`config.mk`:
```
export PLATFORM = sky130hd
export DESIGN_NAME = seg_scan_driver
export DESIGN_NICKNAME = d
export VERILOG_FILES = /design/src/rtl/seg_pkg.sv /design/src/rtl/seg_hex_decode.sv /design/src/rtl/seg_scan_driver.sv
export SDC_FILE = /design/constraint.sdc
export NUM_CORES = 1
export LEC_CHECK = 0
export CAP_MARGIN = 20
export CORE_MARGIN = 2
export CORE_UTILIZATION = 50
export CTS_CLUSTER_DIAMETER = 150
export DETAILED_ROUTE_END_ITERATION = 8
export DONT_BUFFER_PORTS = 1
export PLACE_DENSITY = 0.76
export SLEW_MARGIN = 20
export SYNTH_ARGS = -nofsm -noshare
export SYNTH_HDL_FRONTEND = slang
export SYNTH_SLANG_ARGS = --single-unit
```
`constraint.sdc`:
```
create_clock -name clk -period 4.05 [get_ports clk]
set_input_delay 0.6075 -clock clk [delete_from_list [all_inputs] [get_ports clk]]
set_output_delay 0.6075 -clock clk [all_outputs]
set_load 0.03 [all_outputs]
```
`src/rtl/seg_pkg.sv`:
```
// seg_pkg: shared hex-to-segment table (active-high a..g) and clog2 helper
package seg_pkg;
  localparam logic [6:0] HEX_SEG [16] = '{
    7'h3F, 7'h06, 7'h5B, 7'h4F, 7'h66, 7'h6D, 7'h7D, 7'h07,
    7'h7F, 7'h6F, 7'h77, 7'h7C, 7'h39, 7'h5E, 7'h79, 7'h71
  };
  function automatic int clog2(input int n);
    int r;
    r = 0;
    while ((1 << r) < n) r++;
    return r;
  endfunction
endpackage

```
`src/rtl/seg_hex_decode.sv`:
```
// seg_hex_decode: nibble in -> active-high {g,f,e,d,c,b,a} pattern out
module seg_hex_decode import seg_pkg::*; (
  input  logic [3:0] nib,
  output logic [6:0] pat
);
  assign pat = HEX_SEG[nib];
endmodule

```
`src/rtl/seg_scan_driver.sv`:
```
// seg_scan_driver: multiplexed 7-seg scan driver (clk, rst, value, dp_mask, lz_blank, bright, load -> seg, sel, frame_done)
module seg_scan_driver import seg_pkg::*; #(
  parameter int DIGITS      = 6,
  parameter int SCAN_DIV    = 50000,
  parameter int DEAD        = 4,
  parameter int BRIGHT_W    = 4,
  parameter bit SEG_ACT_LOW = 1'b1,
  parameter bit SEL_ACT_LOW = 1'b1
) (
  input  logic                  clk,
  input  logic                  rst,
  input  logic [4*DIGITS-1:0]   value,
  input  logic [DIGITS-1:0]     dp_mask,
  input  logic                  lz_blank,
  input  logic [BRIGHT_W-1:0]   bright,
  input  logic                  load,
  output logic [7:0]            seg,
  output logic [DIGITS-1:0]     sel,
  output logic                  frame_done
);
  localparam int IW = clog2(DIGITS) < 1 ? 1 : clog2(DIGITS);
  localparam int CW = clog2(SCAN_DIV) < 1 ? 1 : clog2(SCAN_DIV);
  logic [CW-1:0] cnt;
  logic [IW-1:0] idx;
  logic [BRIGHT_W-1:0] pwm;
  logic [4*DIGITS-1:0] pend_val, act_val, src_val;
  logic [DIGITS-1:0] pend_dp, act_dp, src_dp;
  logic pending, slot_end, frame_start, frame_end, on, hi_zero, blank;
  logic [3:0] nib;
  logic [6:0] pat;
  assign slot_end = cnt == CW'(SCAN_DIV - 1);
  assign frame_start = cnt == '0 && idx == '0;
  assign frame_end = slot_end && idx == IW'(DIGITS - 1);
  // the transfer cycle already displays the incoming buffer so no slot mixes frames
  assign src_val = frame_start && pending ? pend_val : act_val;
  assign src_dp = frame_start && pending ? pend_dp : act_dp;
  assign nib = 4'(src_val >> {idx, 2'b00});
  assign on = cnt >= CW'(DEAD) && (pwm < bright || &bright);
  always_comb begin
    hi_zero = 1'b1;
    for (int j = 0; j < DIGITS; j++)
      if (j >= int'(idx) && src_val[4*j +: 4] != 4'd0) hi_zero = 1'b0;
  end
  assign blank = lz_blank && idx != '0 && hi_zero;
  seg_hex_decode u_dec (.nib(nib), .pat(pat));
  always_ff @(posedge clk) begin
    if (rst) begin
      cnt <= '0;
      idx <= '0;
      pwm <= '0;
      pending <= 1'b0;
      pend_val <= '0;
      pend_dp <= '0;
      act_val <= '0;
      act_dp <= '0;
      seg <= {8{SEG_ACT_LOW}};
      sel <= {DIGITS{SEL_ACT_LOW}};
      frame_done <= 1'b0;
    end else begin
      cnt <= slot_end ? '0 : cnt + 1'b1;
      if (slot_end) idx <= idx == IW'(DIGITS - 1) ? '0 : idx + 1'b1;
      pwm <= pwm + 1'b1;
      frame_done <= frame_end;
      if (frame_start && pending) begin
        act_val <= pend_val;
        act_dp <= pend_dp;
      end
      if (load) begin
        pend_val <= value;
        pend_dp <= dp_mask;
      end
      pending <= load || (pending && !frame_start);
      seg <= (on ? {src_dp[idx], blank ? 7'd0 : pat} : 8'd0) ^ {8{SEG_ACT_LOW}};
      sel <= (on ? DIGITS'(1) << idx : '0) ^ {DIGITS{SEL_ACT_LOW}};
    end
  end
endmodule
```
# Word-level counts from Yosys, hierarchy flattened
# Memories as Yosys holds them, arrays and structs flattened.
# Index checks and enable logic that the tools add are counted.
[word_totals] ff_bits=99 latchBits=0 mem_bits_rw=0 rom_bits=112 inputBits=38 out_inout_bits=15 elab_cells=75 memories=1
[classes] add_sub_neg=3 n_mul=0 n_div=0 order_cmp=10 n_eq_ne=2 n_shift=2 mux=16 bitwise=3 n_reduce_logical=27
[memory_table] name="(no name shown)" words=16 word_bits=7 rd=1 rd_clocked_by_memory_dff=0 write_ports=0 line_no="seg_hex_decode.sv:6" text="assign pat = HEX_SEG[nib];"
[ops] cell="24-bit two-way mux" count=1
[ops] cell="4-bit nonzero test" count=6
[ops] cell="24-bit by 5-bit >> shifter with 4-bit output" count=1
[ops] cell="7-bit two-way mux" count=3
[ops] cell="16-bit by 1-bit adder with 16-bit output (second input constant)" count=1
[ops] cell="16-bit equality test (second input constant)" count=1
[ops] cell="16-bit by 3-bit >= comparator with 1-bit output (second input constant)" count=1
[ops] cell="16-bit zero test" count=1
[ops] cell="1-bit logical AND" count=13
[ops] cell="6-bit two-way mux" count=2
[ops] cell="8-bit two-way mux" count=1
[ops] cell="8-bit NOT" count=1
[ops] cell="1-bit two-way mux" count=7
[ops] cell="1-bit by 3-bit >= comparator with 1-bit output (first input constant)" count=2
[ops] cell="2-bit by 3-bit >= comparator with 1-bit output (first input constant)" count=2
[ops] cell="3-bit >= comparator (first input constant)" count=2
[ops] cell="6-bit NOT" count=1
[ops] cell="1-bit by 3-bit << shifter with 6-bit output (first input constant)" count=1
[ops] cell="5-bit >= comparator (second input constant)" count=1
[ops] cell="4-bit NOT with 5-bit output" count=1
[ops] cell="4-bit by 1-bit adder with 4-bit output (second input constant)" count=1
[ops] cell="3-bit by 4-bit < comparator with 1-bit output (second input constant)" count=1
[ops] cell="4-bit < comparator" count=1
[ops] cell="4-bit AND reduction" count=1
[ops] cell="other kinds (9)" count=10

# Logic depth before layout (Yosys ltp)
[logic_depth] ltp_word=16 mapped_depth=17 depth_no_buf=14

# Modules after synthesis
# From an unflattened synthesis, not the netlist that was laid out.
[unflattened] cells_unflattened=467 area_unflattened_um2=4566.9
[by_module_without_submodules] mod="seg_scan_driver" instances=1 cells_each=434 area_each_um2=4276.6 seq_area_each_um2=1981.9
[by_module_without_submodules] mod="seg_hex_decode" instances=1 cells_each=33 area_each_um2=290.3 seq_area_each_um2=0.0

# Worst setup path before layout
# No wires, ideal clock.
[synth_timing] path_kind="register -> register" start="reg idx[0]" end="reg seg[3]" setup_ps=120 t_arrival_ps=3606 required_ps=3930 setup_slack_ps=324 stages_incl_launch_ff=16 n_path_buf=4 period_less_slack_ps=3726 path_cell_list="dfxtp_1 inv_1 clkbuf_1 ha_1 nand3_1 nor2_1 buf_6 buf_8 buf_4 mux2i_1 a211oi_1 a21oi_1 inv_2 ha_1 mux4_2 nand2b_1"
[synth_via] elab_chain_len=16 elab_cells_between_ends=39
[synth_rtl] item="start: declaration" line_no="seg_scan_driver.sv:24" text="logic [IW-1:0] idx;"
[synth_rtl] item="start signal: assignment" line_no="seg_scan_driver.sv:61" text="if (slot_end) idx <= idx == IW'(DIGITS - 1) ? '0 : idx + 1'b1;"
[synth_rtl] item="branches (longest 13 deep; another with memory 16 x 7 bit)"
[synth_rtl] item="7-bit two-way mux *" line_no="seg_scan_driver.sv:73" text="seg <= (on ? {src_dp[idx], blank ? 7'd0 : pat} : 8'd0) ^ {8{SEG_ACT_LOW}};"
[synth_rtl] item="8-bit two-way mux *" line_no="seg_scan_driver.sv:73"
[synth_rtl] item="8-bit NOT (no line) *"
[synth_rtl] item="end signal: assignment" line_no="seg_scan_driver.sv:56" text="seg <= {8{SEG_ACT_LOW}};"
[synth_rtl] item="end signal: assignment" line_no="seg_scan_driver.sv:73"
[synth_rtl] item="end: declaration" line_no="seg_scan_driver.sv:17" text="output logic [7:0] seg,"
# Every way passes the cells marked *. The select of a mux whose other input is x is not followed.
# A chain may end at the register's enable or synchronous reset.

# Final worst setup path
[layout_timing] start="reg idx[1]" end="reg seg[3]"
# The elaborated chain is that of the path after synthesis.

==> impl_metrics.json <==
{
  "syn_nets": 543,
  "leakagePower_nw": 1.91,
  "synthFlopType": "dfxtp_1",
  "worst_pin_slew_ps": 569,
  "hold_violations": 0,
  "max_cap_viol_count": 0,
  "setup_ws_ps": 521,
  "grtUsageMet1_pct": 27.6,
  "synth_most_common_cell": "dfxtp_1",
  "drc": 0,
  "first_global_vias": 3234,
  "power-per-cell-area_nw_per_um2": 379,
  "grt_start_max_net_pins": 73,
  "layout-drive-gt1-share_pct": 8.87,
  "antenna_cells": 0,
  "vias": 3451,
  "setup_violations": 0,
  "syn_inst": 488,
  "postRouteAntennaNets": 0,
  "cp.arrival_ps": 3780,
  "cts-root-buf": "clkbuf_8",
  "grtUsageTotal_pct": 20.0,
  "async_reset_ff_share_pct": 0,
  "criticalPathCategory": "flip-flop to flip-flop",
  "grt_use_met2_pct": 31.2,
  "cts_buffers": 9,
  "synth_top_area_share_pct": 44.0,
  "num_rows": 34,
  "clkPwrFrac_pct": 33.4,
  "die-height_um": 98.9,
  "p_seq_share_pct": 58.0,
  "clock_latency_ps": 360,
  "syn_to_final_growth_pct": 5.70,
  "fin_nets": 536,
  "yosysSeqAreaShare_pct": 44.0,
  "io_buffer_count": 0,
  "netlist_top_cells_area": "dfxtp_1, mux2i_1, nor2_1, ha_1, nand2_1",
  "clockBufferDepth": 2,
  "period_minus_slack_ps": 3530,
  "hold_ws_ps": 315,
  "rsz0062_at_grt": "no",
  "hold_class": "primary input to flip-flop",
  "combPwrFrac_pct": 8.6,
  "cts_hold_buf": 0,
  "die_area_um2": 9780,
  "max-vdd-ir-drop_v": 0.000206,
  "die_w_um": 98.9,
  "placed_area_um2": 4580,
  "gr-max-usage-layer": "met2",
  "required_ps": 4300,
  "cp_max_fo": 16,
  "p_sw_uw": 443,
  "design_area_um2": 4760,
  "tritoncts": "built",
  "core-area_um2": 8720,
  "cts_setup_buffers": 0,
  "numClockSinks": 99,
  "grt.overflow.total": 0,
  "swShare_pct": 24.6,
  "dp_hpwl_um": 6990,
  "skew_ps": 9.90,
  "synth_top_area_cell": "dfxtp_1",
  "drt_iter0_drc": 294,
  "max_slew_margin_pct": 61.8,
  "synth_common_cells": "dfxtp_1, nor2_1, mux2i_1",
  "synth_area_um2": 4500,
  "via_per_inst": 5.82,
  "path_clk_slew_ps": 90,
  "totalWireLength_um": 9640,
  "io_pins": 53,
  "power_mw": 1.80,
  "synth_seq_cells": 99,
  "status": "complete, no violations",
  "drv_slew": 0,
  "wl_per_cell_um": 16.2,
  "dp_worst_setup_slack_ps": 575,
  "initial_core_util_pct": 51.6,
  "start_kind": "flip-flop",
  "r2r_setup_slack_ps": 520,
  "antenna_found_initial": 0,
  "instances_no_fill": 593,
  "place_congestion": 0.853,
  "postSynthAreaPerCell_um2": 9.23,
  "endpoint_kind": "flip-flop",
  "placedCellCount": 578,
  "ys_types": 55,
  "cts-resized-gates": 0,
  "yosys_warnings": 0,
  "p_int_mw": 1.36,
  "grt_pass1_wl_um": 15700,
  "met3_usage_pct": 4.54,
  "synth-edff-count": 0,
  "fin_util_pct": 54.6,
  "fmax_mhz": 283,
  "setup-tns-final_ps": 0,
  "min_period_over_period_pct": 87.1,
  "drt_pre_antenna_iters": 5,
  "htreeDepth": 3
}
## layout make-up
cell class	instances	area, um^2
Clock buffer	9	124
Sequential cell	99	1980
Fill cell	762	3960
Multi-Input combinational cell	345	2330
Timing Repair Buffer	9	67.6
Clock inverter	6	57.6
Inverter	17	63.8
Tap cell	108	135
## cells by family after synthesis
family / count (synthesis) / share of synthesized area [%]
simple gates: 185 / 18.5
fa+ha+maj: 17 / 4.72
compound gates: 67 / 10.2
mux: 59 / 14.8
buf+inv: 44 / 4.42
xor+xnor: 17 / 3.31
flops: 99 / 44.0
## layer usage
| metal | share of wire [%] | wire, um |
|---|---|---|
| met2 | 47 | 4480 |
| met1 | 46 | 4410 |
| met4 | 1.0 | 97 |
| met5 | 0 | 0 |
| met3 | 6.7 | 646 |
## critical path, cell delays in order (launching register included)
cell and delay (ps):
dfxtp_1 330, inv_2 160, ha_1 330, nand3_1 190, nor2_4 430, mux2i_1 290
mux4_2 270, nor2_1 40, a21oi_1 440, inv_2 80, ha_1 260, mux4_2 470
nand2b_1 140
## power groups by stage
stage | sequential, mW | combinational [mW] | clock, mW
after global routing | 1.05 | 0.171 | 0.645
after CTS | 1.05 | 0.153 | 0.617
after global placement | 1.07 | 0.145 | 0
final | 1.05 | 0.154 | 0.602
after detailed placement | 1.07 | 0.152 | 0
after floorplan | 1.06 | 0.144 | 0
## final timing paths
| kind | from | endpoint | depth (start not counted) |
|---|---|---|---|
| worst max-delay path | idx[1] | seg[3] | 12 |
| worst min-delay path | rst | pwm[0] | 1 |
| worst max register to register | idx[1] | seg[3] | 12 |
| worst min register to register | cnt[0] | cnt[0] | 1 |
## cells in the final DEF, fill, tap and decap left out, types with 2 or more instances in the layout
cell type,n
a211o_1,2
nand2b_1,4
a21o_1,2
o211ai_1,3
ha_1,17
and2_1,2
a21oi_1,17
clkbuf_8,9
o21a_1,2
nor2_1,86
buf_4,9
and3_1,6
nand2_1,46
a211oi_1,5
inv_2,2
mux2i_1,52
o221ai_1,4
nand3_1,15
a22oi_1,2
xnor2_1,6
nor2b_1,2
or4_1,2
o21ai_0,16
inv_1,15
mux4_2,6
xor2_1,11
nor3_1,5
dfxtp_1,99
nor4_1,9
clkinv_2,4
## registers in the layout, summed over array words and instances, names as in the netlist, 3 cells and up
| signal | count |
|---|---|
| pend_dp | 6 |
| act_dp | 6 |
| sel | 6 |
| seg | 8 |
| act_val | 24 |
| cnt | 16 |
| idx | 3 |
| pend_val | 24 |
| pwm | 4 |
No activity file was read; power rests on OpenSTA's default activity.
